**config.mk**
```make
export PLATFORM = sky130hd
export DESIGN_NAME = arb_fifo_frontend
export DESIGN_NICKNAME = d
export VERILOG_FILES = /design/src/rtl/arb_fifo_frontend.sv
export SDC_FILE = /design/constraint.sdc
export NUM_CORES = 1
export LEC_CHECK = 0
export CORE_MARGIN = 2
export CORE_UTILIZATION = 55
export CTS_CLUSTER_DIAMETER = 200
export DETAILED_ROUTE_END_ITERATION = 10
export GPL_TIMING_DRIVEN = 1
export HOLD_SLACK_MARGIN = 0.02
export PLACE_DENSITY_LB_ADDON = 0.15
export SLEW_MARGIN = 20
export SYNTH_ARGS = -nofsm -noshare
export SYNTH_HDL_FRONTEND = slang
export SYNTH_SLANG_ARGS = --single-unit
```
**constraint.sdc**
```tcl
create_clock -name clk -period 5.2 [get_ports clk]
set_input_delay 1.04 -clock clk [delete_from_list [all_inputs] [get_ports clk]]
set_output_delay 1.04 -clock clk [all_outputs]
set_load 0.1 [all_outputs]
```
**src/rtl/arb_fifo_frontend.sv**
```systemverilog
// Four-requester round-robin arbiter feeding a show-ahead FIFO drained by a single consumer.
// Optional sticky protocol/underflow error output enabled by defining ARB_FIFO_ERR_EN.
module arb_fifo_frontend #(
    parameter int unsigned DW    = 32,
    parameter int unsigned DEPTH = 16
) (
    input  logic            clk,
    input  logic            rst_n,
    input  logic [3:0]      arb_req,
    input  logic [4*DW-1:0] req_data,
    output logic [3:0]      arb_gnt,
    input  logic            fifo_pop,
    output logic [DW-1:0]   data_out,
    output logic            fifo_push,
    output logic            fifo_empty,
    output logic            fifo_full,
    output logic [7:0]      fifo_count
`ifdef ARB_FIFO_ERR_EN
    ,
    output logic            err
`endif
);

    localparam int unsigned AW = $clog2(DEPTH);
    localparam int unsigned CW = AW + 1;

    logic [1:0]    prio_q, prio_d;
    logic [AW-1:0] wptr_q, wptr_d;
    logic [AW-1:0] rptr_q, rptr_d;
    logic [CW-1:0] count_q, count_d;
    logic [DW-1:0] mem [DEPTH];

    logic [1:0]    gnt_idx;
    logic          gnt_vld;
    logic          gnt_ok;
    logic          pop_eff;

    // First asserted request searching from prio upward, wrapping mod 4
    always_comb begin
        gnt_vld = 1'b0;
        gnt_idx = 2'd0;
        for (int k = 0; k < 4; k++) begin
            if (!gnt_vld && arb_req[prio_q + 2'(k)]) begin
                gnt_vld = 1'b1;
                gnt_idx = prio_q + 2'(k);
            end
        end
    end

    // Grant masked by the registered full flag and held low during reset
    assign gnt_ok     = gnt_vld & ~fifo_full & rst_n;
    assign arb_gnt    = gnt_ok ? (4'b0001 << gnt_idx) : 4'b0000;
    assign fifo_push  = gnt_ok;
    assign pop_eff    = fifo_pop & ~fifo_empty;

    assign fifo_empty = (count_q == '0);
    assign fifo_full  = (count_q == CW'(DEPTH));
    assign fifo_count = 8'(count_q);
    assign data_out   = mem[rptr_q];

    always_comb begin
        prio_d  = prio_q;
        wptr_d  = wptr_q;
        rptr_d  = rptr_q;
        count_d = count_q;
        if (gnt_ok) begin
            prio_d = gnt_idx + 2'd1;
            wptr_d = wptr_q + AW'(1);
        end
        if (pop_eff) begin
            rptr_d = rptr_q + AW'(1);
        end
        case ({gnt_ok, pop_eff})
            2'b10:   count_d = count_q + CW'(1);
            2'b01:   count_d = count_q - CW'(1);
            default: count_d = count_q;
        endcase
    end

    always_ff @(posedge clk or negedge rst_n) begin
        if (!rst_n) begin
            prio_q  <= 2'd0;
            wptr_q  <= '0;
            rptr_q  <= '0;
            count_q <= '0;
        end else begin
            prio_q  <= prio_d;
            wptr_q  <= wptr_d;
            rptr_q  <= rptr_d;
            count_q <= count_d;
        end
    end

    // Storage is not reset; stale contents are unreachable once pointers clear
    always_ff @(posedge clk) begin
        if (gnt_ok) begin
            mem[wptr_q] <= req_data[gnt_idx*DW +: DW];
        end
    end

`ifdef ARB_FIFO_ERR_EN
    logic [3:0] pend_q;
    logic       err_q, err_d;

    // Sticky: underflow attempt, or a pending request withdrawn before its grant
    always_comb begin
        err_d = err_q | (fifo_pop & fifo_empty) | (|(pend_q & ~arb_req));
    end

    always_ff @(posedge clk or negedge rst_n) begin
        if (!rst_n) begin
            pend_q <= 4'b0000;
            err_q  <= 1'b0;
        end else begin
            pend_q <= arb_req & ~arb_gnt;
            err_q  <= err_d;
        end
    end

    assign err = err_q;
`endif

endmodule

```
==> metrics.csv, run 1 <==
stage,metric,value,unit
run,maxCapViolCount,0,
clock_network,clock_latency,560,ps
setup_path,cp_max_fo,44,
die,die-height,201,um
synthesis,synth_simple_gate_area_share,1.04,%
setup_path,worstReg2RegStart,count_q[1],
power_and_ir_drop,ir_drop,0.507,mV
timing,drv_slew,0,
setup_path,rr_worst_depth,10,
timing,clock_skew,23.4,ps
die,start_util,55.4,%
setup_path,critPathBufInv,2,
synthesis,syn_area_per_cell,22.7,um^2
synthesis,ys.warnings.count,0,
layout,drive_above_1_share,29.0,%
synthesis,synth_cells,940,
synthesis,ys_seq_area_share,73.9,%
detailed_routing,wl_per_cell,25.8,um
synthesis,ys_types,35,
grt,grt_pass1_wl,67000,um
setup_path,arrival,3650,ps
synthesis,synthAdderAreaFrac,0.858,%
timing,fin_setup_tns,0,ps
setup_path,r2r_slack,2200,ps
detailed_routing,met1Wirelength,18100,um
synthesis,synth_compound_area_share,0.458,%
setup_path,crit_type,flip-flop to output port,
timing,fin_crit_sh,90.2,%
detailed_routing,routed_wl,44600,um
grt,grt_pass1_vias,10600,
power_and_ir_drop,power_density,629,mW/mm^2
setup_path,r2r-end,count_q[4],
setup_path,cp_cell_sequence,buf_4 > mux4_2 > mux4_2 > buf_4,
timing,fmax,213,MHz
placed_design,port_buffers,178,
setup_path,critPathTopFamily,multiplexers,
clock_network,path_clk_slew,60,ps
grt,antenna_found_initial,2,
run_status,outcome,"finished, final reports clean",
die,die_w,201,um
detailed_routing,wl_met3,3260,um
detailed_routing,highest_layer,met5,
clock_network,post_cts_resized,0,
layout,final_common_cell,edfxtp_1,
detailed_routing,wl_met2,22400,um
timing,hold_ws,556,ps
clock_network,hold_buffers,0,
power_and_ir_drop,p_leak,8.46,nW
timing,worst_slew_margin_rel,26.8,%
clock_network,htreeDepth,2,
setup_path,critPathSlowestCell,dfrtp_4,
timing,hold_viol,0,
die,rows,72,
layout,fin_nets,1319,
timing,rsz0062_at_grt,no,
timing,period_needed,4690,ps
die,dieArea,0.0403,mm^2
timing,tightest_slew,1070,ps
layout,mostFrequentLayoutCells,"512 x edfxtp_1, 160 x mux4_2, 148 x clkdlybuf4s50_1",
clock_network,cts_tree,yes,
setup_path,cp-end-kind,output port,
layout,antenna_cells,0,
die,ioPinCount,182,
synthesis,synth_top_family_by_area,multiplexers,
clock_network,root_buffer,clkbuf_16,
hold_path,hold_path.startpoint,count_q[3],
clock_network,cts_buffer_depth,3,
detailed_routing,via_per_inst,5.97,
hold_path,hp-class,flip-flop to flip-flop,
clock_network,numClockSinks,527,
placed_design,hpwl,25200,um
detailed_routing,drc_errors,0,
hold_path,holdPathEnd,count_q[3],
grt,gr-total-overflow,0,
synthesis,synth-seq-cells,527,
synthesis,synth-xor-area-share,0.411,%
clock_network,numCtsBuffers,51,
detailed_routing,drt_iter0_drc,859,
grt,grt_usage,22.7,%
hold_path,min_path_cells,2,
detailed_routing,dr.pass1.iters,5,
detailed_routing,ant_nets,0,
clock_network,cts_setup_buffers,0,
grt,grt_max_degree,53,
timing,setup_viol,0,
synthesis,syn_area,0.0213,mm^2
setup_path,cp_data_required_time,4160,ps
detailed_routing,via_count,10300,
setup_path,critPathMaxStageDelay,860,ps
placed_design,gp_congestion,0.756,
layout,syn_to_final_growth,20.1,%
setup_path,start_kind,flip-flop,
layout,fill_cells,2510,
synthesis,synthMuxAreaShare,21.5,%
die,core_area,0.0385,mm^2
==> how the worst max path moves through the flow <==
stage               startpoint      endpoint  slack (ps)  cells after the start
floorplan           count_q[0]    count_q[4]         540                     11
global placement     rptr_q[0]  data_out[21]        1060                      4
detailed placement  arb_req[0]    mem[1][16]         870                      6
CTS                  rptr_q[0]  data_out[21]         420                      4
global route         rptr_q[0]  data_out[21]         280                      4
finish               rptr_q[0]  data_out[24]         510                      4
==> stage by stage <==
stage	cells	power, mW	worst slack [ps]	instance area (um^2)	utilization (%)
after global routing	1726	16.7	275	25600	66.5
after detailed placement	1635	12.8	867	24000	62.3
final	1726	16.1	512	25600	66.5
after floorplan	942	11.2	544	21300	-
after CTS	1726	16.2	416	25500	66.3
after global placement	1635	12.7	1060	24000	62.3
==> cell type report <==
class | count | area [um^2] | share of cell area, %
multi-input combinational | 348 | 5390 | 21.1
inverter | 11 | 41.3 | 0.161
sequential | 527 | 15800 | 61.6
clock inverter | 33 | 228 | 0.890
clock buffer | 58 | 1300 | 5.09
timing repair buffer | 231 | 2200 | 8.62
tap | 518 | 648 | 2.53
==> report_power, final <==
group	total (mW)	switching [mW]	internal (mW)
Combinational	6.64	4.31	2.33
Sequential	6.03	0.389	5.64
Clock	3.42	1.49	1.93
==> logic make-up (layout without fill, tap and decap cells) <==
group,count (synthesis),after routing
flops,527,527
other cells,1,3
fa+ha+maj,14,14
xor+xnor,10,10
simple gates,46,46
compound gates,17,17
mux,258,258
buf+inv,67,333
==> layer usage <==
layer | vias up | GRT usage, %
met3 | 64 | 3.59
met2 | 369 | 37.7
met1 | 5461 | 32.3
met4 | 4 | 5.24
li1 | 4412 | -
met5 | - | 0
==> tightest hold or removal path, cell delays in order (launching register included) <==
cell     delay, ps
dfrtp_1        390
nand2_1         60
o21ai_0         70
==> cell usage after synthesis (all sizes together) <==
| master | instances | area [um^2] |
|---|---|---|
| a211oi | 1 | 7.51 |
| a21o | 1 | 7.51 |
| a21oi | 8 | 40.0 |
| a2bb2oi | 1 | 8.76 |
| and2 | 4 | 25.0 |
| buf | 40 | 272 |
| clkbuf | 16 | 61.3 |
| conb | 1 | 3.75 |
| dfrtp | 15 | 375 |
| edfxtp | 512 | 15400 |
| fa | 1 | 20.0 |
| ha | 13 | 163 |
| inv | 11 | 41.3 |
| mux2 | 1 | 11.3 |
| mux2i | 97 | 971 |
| mux4 | 160 | 3600 |
| nand2 | 12 | 45.0 |
| nand2b | 2 | 12.5 |
| nand3 | 1 | 5.00 |
| nand3b | 1 | 7.51 |
| nand4 | 2 | 12.5 |
| nor2 | 14 | 52.6 |
| nor2b | 3 | 18.8 |
| nor3 | 4 | 20.0 |
| nor3b | 1 | 7.51 |
| nor4 | 1 | 6.26 |
| o21ai | 5 | 25.0 |
| o41ai | 1 | 8.76 |
| or3b | 1 | 8.76 |
| xnor2 | 7 | 61.3 |
| xor2 | 3 | 26.3 |
==> sequential cells by signal, summed over array words and instances, names as in the netlist <==
register and cells:
mem 512, count_q 5, rptr_q 4, wptr_q 4
prio_q 2
Power figures use the tool's default switching activity.
==> run 2, diff against run 1 <==
- ABC_AREA: unset -> 1
- MAX_ROUTING_LAYER: unset -> met4
==> run 2 against run 1 <==
Die area is 6.3% higher. Clock skew down 5.9 ps. Critical path depth is 2 higher. Maximum frequency rose by 6.9%. Routed wire length increased by 26%. Utilization shrank 0.63 points. Hold slack worse by 2.2 ps. Clock-buffer cell count grew 4. First-iteration DRC count rose by 53%. Critical endpoint is now data_out[21].
==> metrics.csv, run 2 <==
stage,metric,value,unit,change
layout,final_common_cell,edfxtp_1,,unchanged
synthesis,synth_cells,1815,,was 940
placed_design,place_area,0.0252,mm^2,was 0.0240 mm^2
clock_network,root_buffer,clkbuf_16,,unchanged
synthesis,ys_seq_area_share,69.4,%,was 73.9%
setup_path,critPathSlowestCell,dfrtp_4,,unchanged
setup_path,cp_max_fo,173,,was 44
synthesis,synth_area_leader_cell,edfxtp_1,,unchanged
timing,tightest_slew,1190,ps,was 1070 ps
layout,largest_reg_flops,512,,unchanged
clock_network,post_cts_resized,0,,unchanged
setup_path,rr_worst_depth,10,,unchanged
clock_network,numCtsBuffers,50,,was 51
timing,fin_crit_sh,84.3,%,was 90.2%
clock_network,path_clk_slew,60,ps,about the same
clock_network,htreeDepth,2,,unchanged
synthesis,ys_types,36,,was 35
detailed_routing,ant_nets,0,,unchanged
synthesis,async_flop_share,2.85,%,unchanged
run_status,outcome,"finished, final reports clean",,unchanged
layout,fin_nets,2109,,was 1319
clock_network,numClockSinks,527,,unchanged
die,die_w,207,um,was 201 um
die,rows,74,,was 72
die,dieArea,0.0429,mm^2,was 0.0403 mm^2
setup_path,critPathTopFamily,buffers and inverters,,was multiplexers
placed_design,port_buffers,178,,unchanged
setup_path,cp_data_required_time,4160,ps,about the same
setup_path,critPathMaxStageDelay,630,ps,was 860 ps
grt,gr-total-overflow,0,,unchanged
die,die-height,207,um,was 201 um
timing,worst_slew_margin_rel,21.0,%,was 26.8%
timing,hold_viol,0,,unchanged
setup_path,critPathBufInv,2,,unchanged
layout,final_area,0.0268,mm^2,was 0.0256 mm^2
setup_path,start_kind,flip-flop,,unchanged
synthesis,synth_flop_cell,edfxtp_1,,unchanged
run,maxCapViolCount,0,,unchanged
setup_path,crit_type,flip-flop to output port,,unchanged
setup_path,cp-end-kind,output port,,unchanged
setup_path,arrival,3340,ps,was 3650 ps
synthesis,synth_area_leaders,"edfxtp_1 68%, mux2i_1 3.9%, nor2_1 3.8%",,"was edfxtp_1 72%, mux4_2 17%, mux2i_1 4.6%"
layout,register_area,0.0158,mm^2,about the same
clock_network,cts_tree,yes,,unchanged
grt,grt_pass1_vias,14800,,was 10600
placed_design,gp_congestion,0.921,,was 0.756
layout,top_register,mem,,unchanged
detailed_routing,drt_iter0_drc,1317,,was 859
grt,grt_max_degree,174,,was 53
clock_network,cts_buffer_depth,3,,unchanged
timing,fin_setup_tns,0,ps,unchanged
detailed_routing,via_count,14900,,was 10300
setup_path,cp_cell_sequence,buf_12 > o21ai_0 > o221ai_1 > nand3_1 > nand2_1 > buf_4,,was buf_4 > mux4_2 > mux4_2 > buf_4
die,start_util,55.7,%,was 55.4%
grt,grt_pass1_wl,86800,um,was 67000 um
die,core_area,0.0407,mm^2,was 0.0385 mm^2
detailed_routing,drc_errors,0,,unchanged
synthesis,syn_area,0.0227,mm^2,was 0.0213 mm^2
layout,fill_cells,3036,,was 2510
clock_network,clock_latency,570,ps,was 560 ps
synthesis,synth.most_common_cell,edfxtp_1,,unchanged
timing,rsz0062_at_grt,no,,unchanged
detailed_routing,routed_wl,56000,um,was 44600 um
synthesis,ys.warnings.count,0,,unchanged
synthesis,synth.top_cells.by_count,"512 x edfxtp_1, 232 x nor2_1, 190 x nand2_1",,"was 512 x edfxtp_1, 160 x mux4_2, 97 x mux2i_1"
clock_network,hold_buffers,0,,unchanged
layout,multi_input_area,0.00595,mm^2,was 0.00539 mm^2
synthesis,synth_top_area_share,67.8,%,was 72.2%
detailed_routing,wl_per_cell,22.1,um,was 25.8 um
synthesis,synth-seq-cells,527,,unchanged
synthesis,synth_edf_count,512,,unchanged
hold_path,min_path_cells,1,,was 2
grt,antenna_found_initial,0,,was 2
timing,setup_viol,0,,unchanged
clock_network,cts_setup_buffers,0,,unchanged
grt,grt_usage,27.0,%,was 22.7%
timing,drv_slew,0,,unchanged
detailed_routing,via_per_inst,5.90,,was 5.97
timing,clock_skew,17.5,ps,was 23.4 ps
placed_design,hpwl,34000,um,was 25200 um
setup_path,path_depth,6,,was 4
die,ioPinCount,182,,unchanged
synthesis,syn_area_per_cell,12.5,um^2,was 22.7 um^2
layout,syn_to_final_growth,18.3,%,was 20.1%
layout,reg_top3,"mem: 512 flops, count_q: 5 flops",,unchanged
hold_path,hp-class,flip-flop to flip-flop,,unchanged
layout,mostFrequentLayoutCells,"512 x edfxtp_1, 216 x nor2_1, 189 x nand2_1",,"was 512 x edfxtp_1, 160 x mux4_2, 148 x clkdlybuf4s50_1"
timing,period_needed,4380,ps,was 4690 ps
timing,fmax,228,MHz,was 213 MHz
detailed_routing,dr.pass1.iters,5,,unchanged
layout,drive_above_1_share,9.20,%,was 29.0%
==> run 2: cell count changes in the layout (fill, tap and decap cells not counted), sizes merged, moves of 8 or more <==
cell,previous run,this run
nor2,14,233
nand2,12,196
mux4,160,0
o21ai,5,151
nand3,1,129
inv,12,130
o221ai,0,89
nand3b,1,33
o211ai,0,23
o32ai,0,23
o22ai,0,16
nor3,4,16
mux2i,97,89
==> run 2: worst paths after layout <==
kind	start	slack [ps]	to
max reg2reg	prio_q[0]	1890	mem[5][13]
max in group asynchronous	rst_n	4180	rptr_q[0]
min	count_q[4]	550	count_q[4]
min in group asynchronous	rst_n	810	count_q[3]
min reg2reg	count_q[4]	550	count_q[4]
max	rptr_q[0]	820	data_out[21]
==> run 2: per-layer routing <==
metal	part of all wire, %	track usage [%]	vias to the layer above
met1	43	38.1	7294
met5	0	-	-
met3	7.6	3.81	79
li1	-	-	6920
met4	1.9	6.50	0
met2	47	41.9	644
==> run 2: cell type report <==
| type | instances | area share [%] |
|---|---|---|
| tap | 532 | 2.48 |
| inverter | 130 | 1.83 |
| timing repair buffer | 219 | 8.73 |
| clock buffer | 62 | 4.91 |
| antenna | 1 | 0.00933 |
| clock inverter | 30 | 1.12 |
| sequential | 527 | 58.7 |
| multi-input combinational | 1032 | 22.2 |
==> run 2: kinds of logic (layout without fill, tap and decap cells) <==
logic type | after synthesis | count (layout) | synth area share (%)
fa+ha+maj | 14 | 14 | 0.805
compound gates | 308 | 308 | 9.01
simple gates | 611 | 611 | 11.6
flops | 527 | 527 | 69.4
mux | 89 | 89 | 3.93
buf+inv | 258 | 441 | 4.90
xor+xnor | 7 | 7 | 0.270
other cells | 1 | 4 | 0.0165
==> run 2: stage by stage <==
step           utilization, %  hold slack (ps)  cells  setup WS (ps)
3_5_place_dp             61.8              543   2439           1120
4_1_cts                  65.8              558   2531            770
2_1_floorplan               -              506   1817            728
3_3_place_gp             61.8              538   2439           1160
6_report                 65.9              554   2533            816
5_1_grt                  65.9              591   2532            868
Power of run 2 is left out: the tool's default activity adds up to more than one toggle a clock period on the data nets, which glitch-free logic cannot reach.
==> patch (flow settings as in run 2) <==
Register the output `fifo_count`; this adds one clock of latency there. The other outputs are not delayed to match.
--- a/src/rtl/arb_fifo_frontend.sv
+++ b/src/rtl/arb_fifo_frontend.sv
@@ -55,7 +55,9 @@
 
     assign fifo_empty = (count_q == '0);
     assign fifo_full  = (count_q == CW'(DEPTH));
-    assign fifo_count = 8'(count_q);
+    always_ff @(posedge clk) begin
+        fifo_count <= 8'(count_q);
+    end
     assign data_out   = mem[rptr_q];
 
     always_comb begin
Function: changed (Yosys sat finds a counterexample within 4 cycles, from zero or initial values and one cycle with rst_n low).
==> patch against run 2 <==
  * Non-clock buffer count fell by 2
  * Final cell count shrank 0.99%
  * Sequential cell count up 5
  * Final area about the same
  * Area after synthesis rose by 0.35%
  * Worst setup slack worse by 0.13 ns
  * Wire length is 2.7% lower
Power is left out: the tool's default activity adds up to more than one toggle a clock period on the data nets, which glitch-free logic cannot reach.
==> patch: results (changes against run 2) <==
Run status
The flow ran to the end, and the final reports show no timing, DRC or antenna violations.

Logic synthesis
The post-synthesis cell type count is 35 (-2.8%). Yosys attributes the largest share of cell area to sky130_fd_sc_hd__edfxtp_1, sky130_fd_sc_hd__mux2i_1, sky130_fd_sc_hd__o221ai_1. The number of synthesized flops with an enable pin is 512 (unchanged). The number of warning messages in the yosys log is 0 (unchanged).

The sequential area share after synthesis is 69.64% (+0.20 points). By count the netlist is led by sky130_fd_sc_hd__edfxtp_1, sky130_fd_sc_hd__nor2_1, sky130_fd_sc_hd__nand2_1, sky130_fd_sc_hd__nand3_1, sky130_fd_sc_hd__o21ai_0. The fraction of registers with async set/reset came to 2.820% (-0.027 points).

Placed design
The final weighted congestion in routability-driven placement came to 0.9240 (+0.33%). The placed wire-length estimate after detailed placement is 32110 um (-5.4%). The number of input and output port buffers inserted is 178 (unchanged).

Layout
The share of final-layout standard cells stronger than drive strength 1 was 8.806% (-0.39 points). The count of antenna diodes in the layout is 0 (-1). The post-layout net count is 2087 (-1.0%). The largest registers in the layout are mem (512), count_q (5), fifo_count (5).

Hold path
The type of the worst min-delay path is reg -> reg. The number of cells on the worst hold path is 0 (-1).

Critical path
The maximum fanout along the worst path was 66 (-62%). The slowest stage cell on the critical path is sky130_fd_sc_hd__dfrtp_4. The arrival time of the worst setup path is 3.48 ns (+0.14 ns). Broken down by cell family, the worst path's largest delay share belongs to buffers and inverters. The length in cells of the worst reg-to-reg path came to 10 (unchanged).

The critical path's largest stage delay is 0.88 ns (+0.25 ns).

Global route
The pin count of the biggest net entering global routing is 107 (-39%). The first-pass GRT wire length came to 84320 um (-2.8%). The number of antenna violations at the first check in global routing came to 0 (unchanged). The global routing usage summed across all routing layers is 26.01% (-0.94 points).

Clock tree
The depth of the CTS H-tree is 2 (unchanged). The TritonCTS buffer count is 50 (unchanged). The count of instances resized after the clock tree is built is 0 (unchanged).

The clock slew at the register clock pins of the worst setup and hold paths is 0.06 ns (about the same). The maximum buffer depth of the clock tree was 3 (unchanged). The clock root buffer master is sky130_fd_sc_hd__clkbuf_16. The clock latency at the later pin of the worst-skew pair is 0.56 ns. The total setup buffers inserted after CTS is 0 (unchanged).

Drt
The number of DRC markers after the initial detailed-route iteration is 1322 (+0.38%). The total via count after detailed routing is 14940 (+0.047%). The total wire length after detailed routing was 54520 um (-2.7%).

The count of TritonRoute iterations in the first routing pass is 5 (unchanged).

Timing
The setup-violating endpoint count in the final report is 0 (unchanged). The final clock skew was 0.01115 ns (-0.006311 ns). The relative max-transition margin is 35.22% (+14 points).
==> patch: cell count changes in the layout (fill, tap and decap cells not counted), sizes merged, moves of 5 or more <==
| cell | delta |
|---|---|
| clkbuf | +5 |
| dfxtp | +5 |
| mux2i | +9 |
| nand3 | +9 |
| nor2 | -18 |
| nor3 | -16 |
| o211ai | +7 |
| o21ai | -16 |
| o221ai | +9 |
| o22ai | -16 |
| o32ai | +7 |
==> patch: cell families after synthesis <==
family | Yosys count | synth area share, %
AOI/OAI and AO/OA | 299 | 9.037
xor gates and xnor gates | 7 | 0.2694
adders and majority gates | 14 | 0.8026
buffers and inverters | 257 | 4.805
DFF | 532 | 69.64
muxes | 98 | 4.310
other | 1 | 0.01648
and+or+nand+nor | 586 | 11.12
==> patch: cell type report <==
type	instances	area (um^2)
sequential	532	15860
fill	2944	13990
multi-input combinational	1007	5949
timing repair buffer	217	2270
clock buffer	67	1379
tap	532	665.6
inverter	130	490.5
clock inverter	23	227.7
==> patch: worst paths after layout <==
kind                       startpoint             to  slack (ns)
max reg2reg                 prio_q[0]      mem[0][5]        1.82
max                         rptr_q[0]   data_out[25]        0.68
min in group asynchronous       rst_n      prio_q[0]        0.79
max in group asynchronous       rst_n      rptr_q[2]        4.20
min reg2reg                count_q[2]  fifo_count[2]        0.44
min                        count_q[2]  fifo_count[2]        0.44
==> patch: through the flow <==
stage	hold WS [ns]	cells	area, um^2	utilization (%)	setup slack [ns]
after floorplan	0.3943	1796	22770	-	0.7146
after global placement	0.4266	2418	25240	61.81	1.181
after detailed placement	0.4247	2418	25240	61.81	1.043
after CTS	0.4441	2508	26840	65.74	0.7105
after global routing	0.4590	2508	26840	65.74	0.5588
final	0.4377	2508	26840	65.74	0.6809
==> patch: per-layer routing <==
layer,global-route usage (%),vias to the layer above,wire length [um],share of wire [%]
li1,-,6869,-,-
met1,35.90,7341,23100,42
met2,41.64,646,26380,48
met3,3.480,88,4049,7.4
met4,5.985,0,989,1.8
met5,-,-,0,0
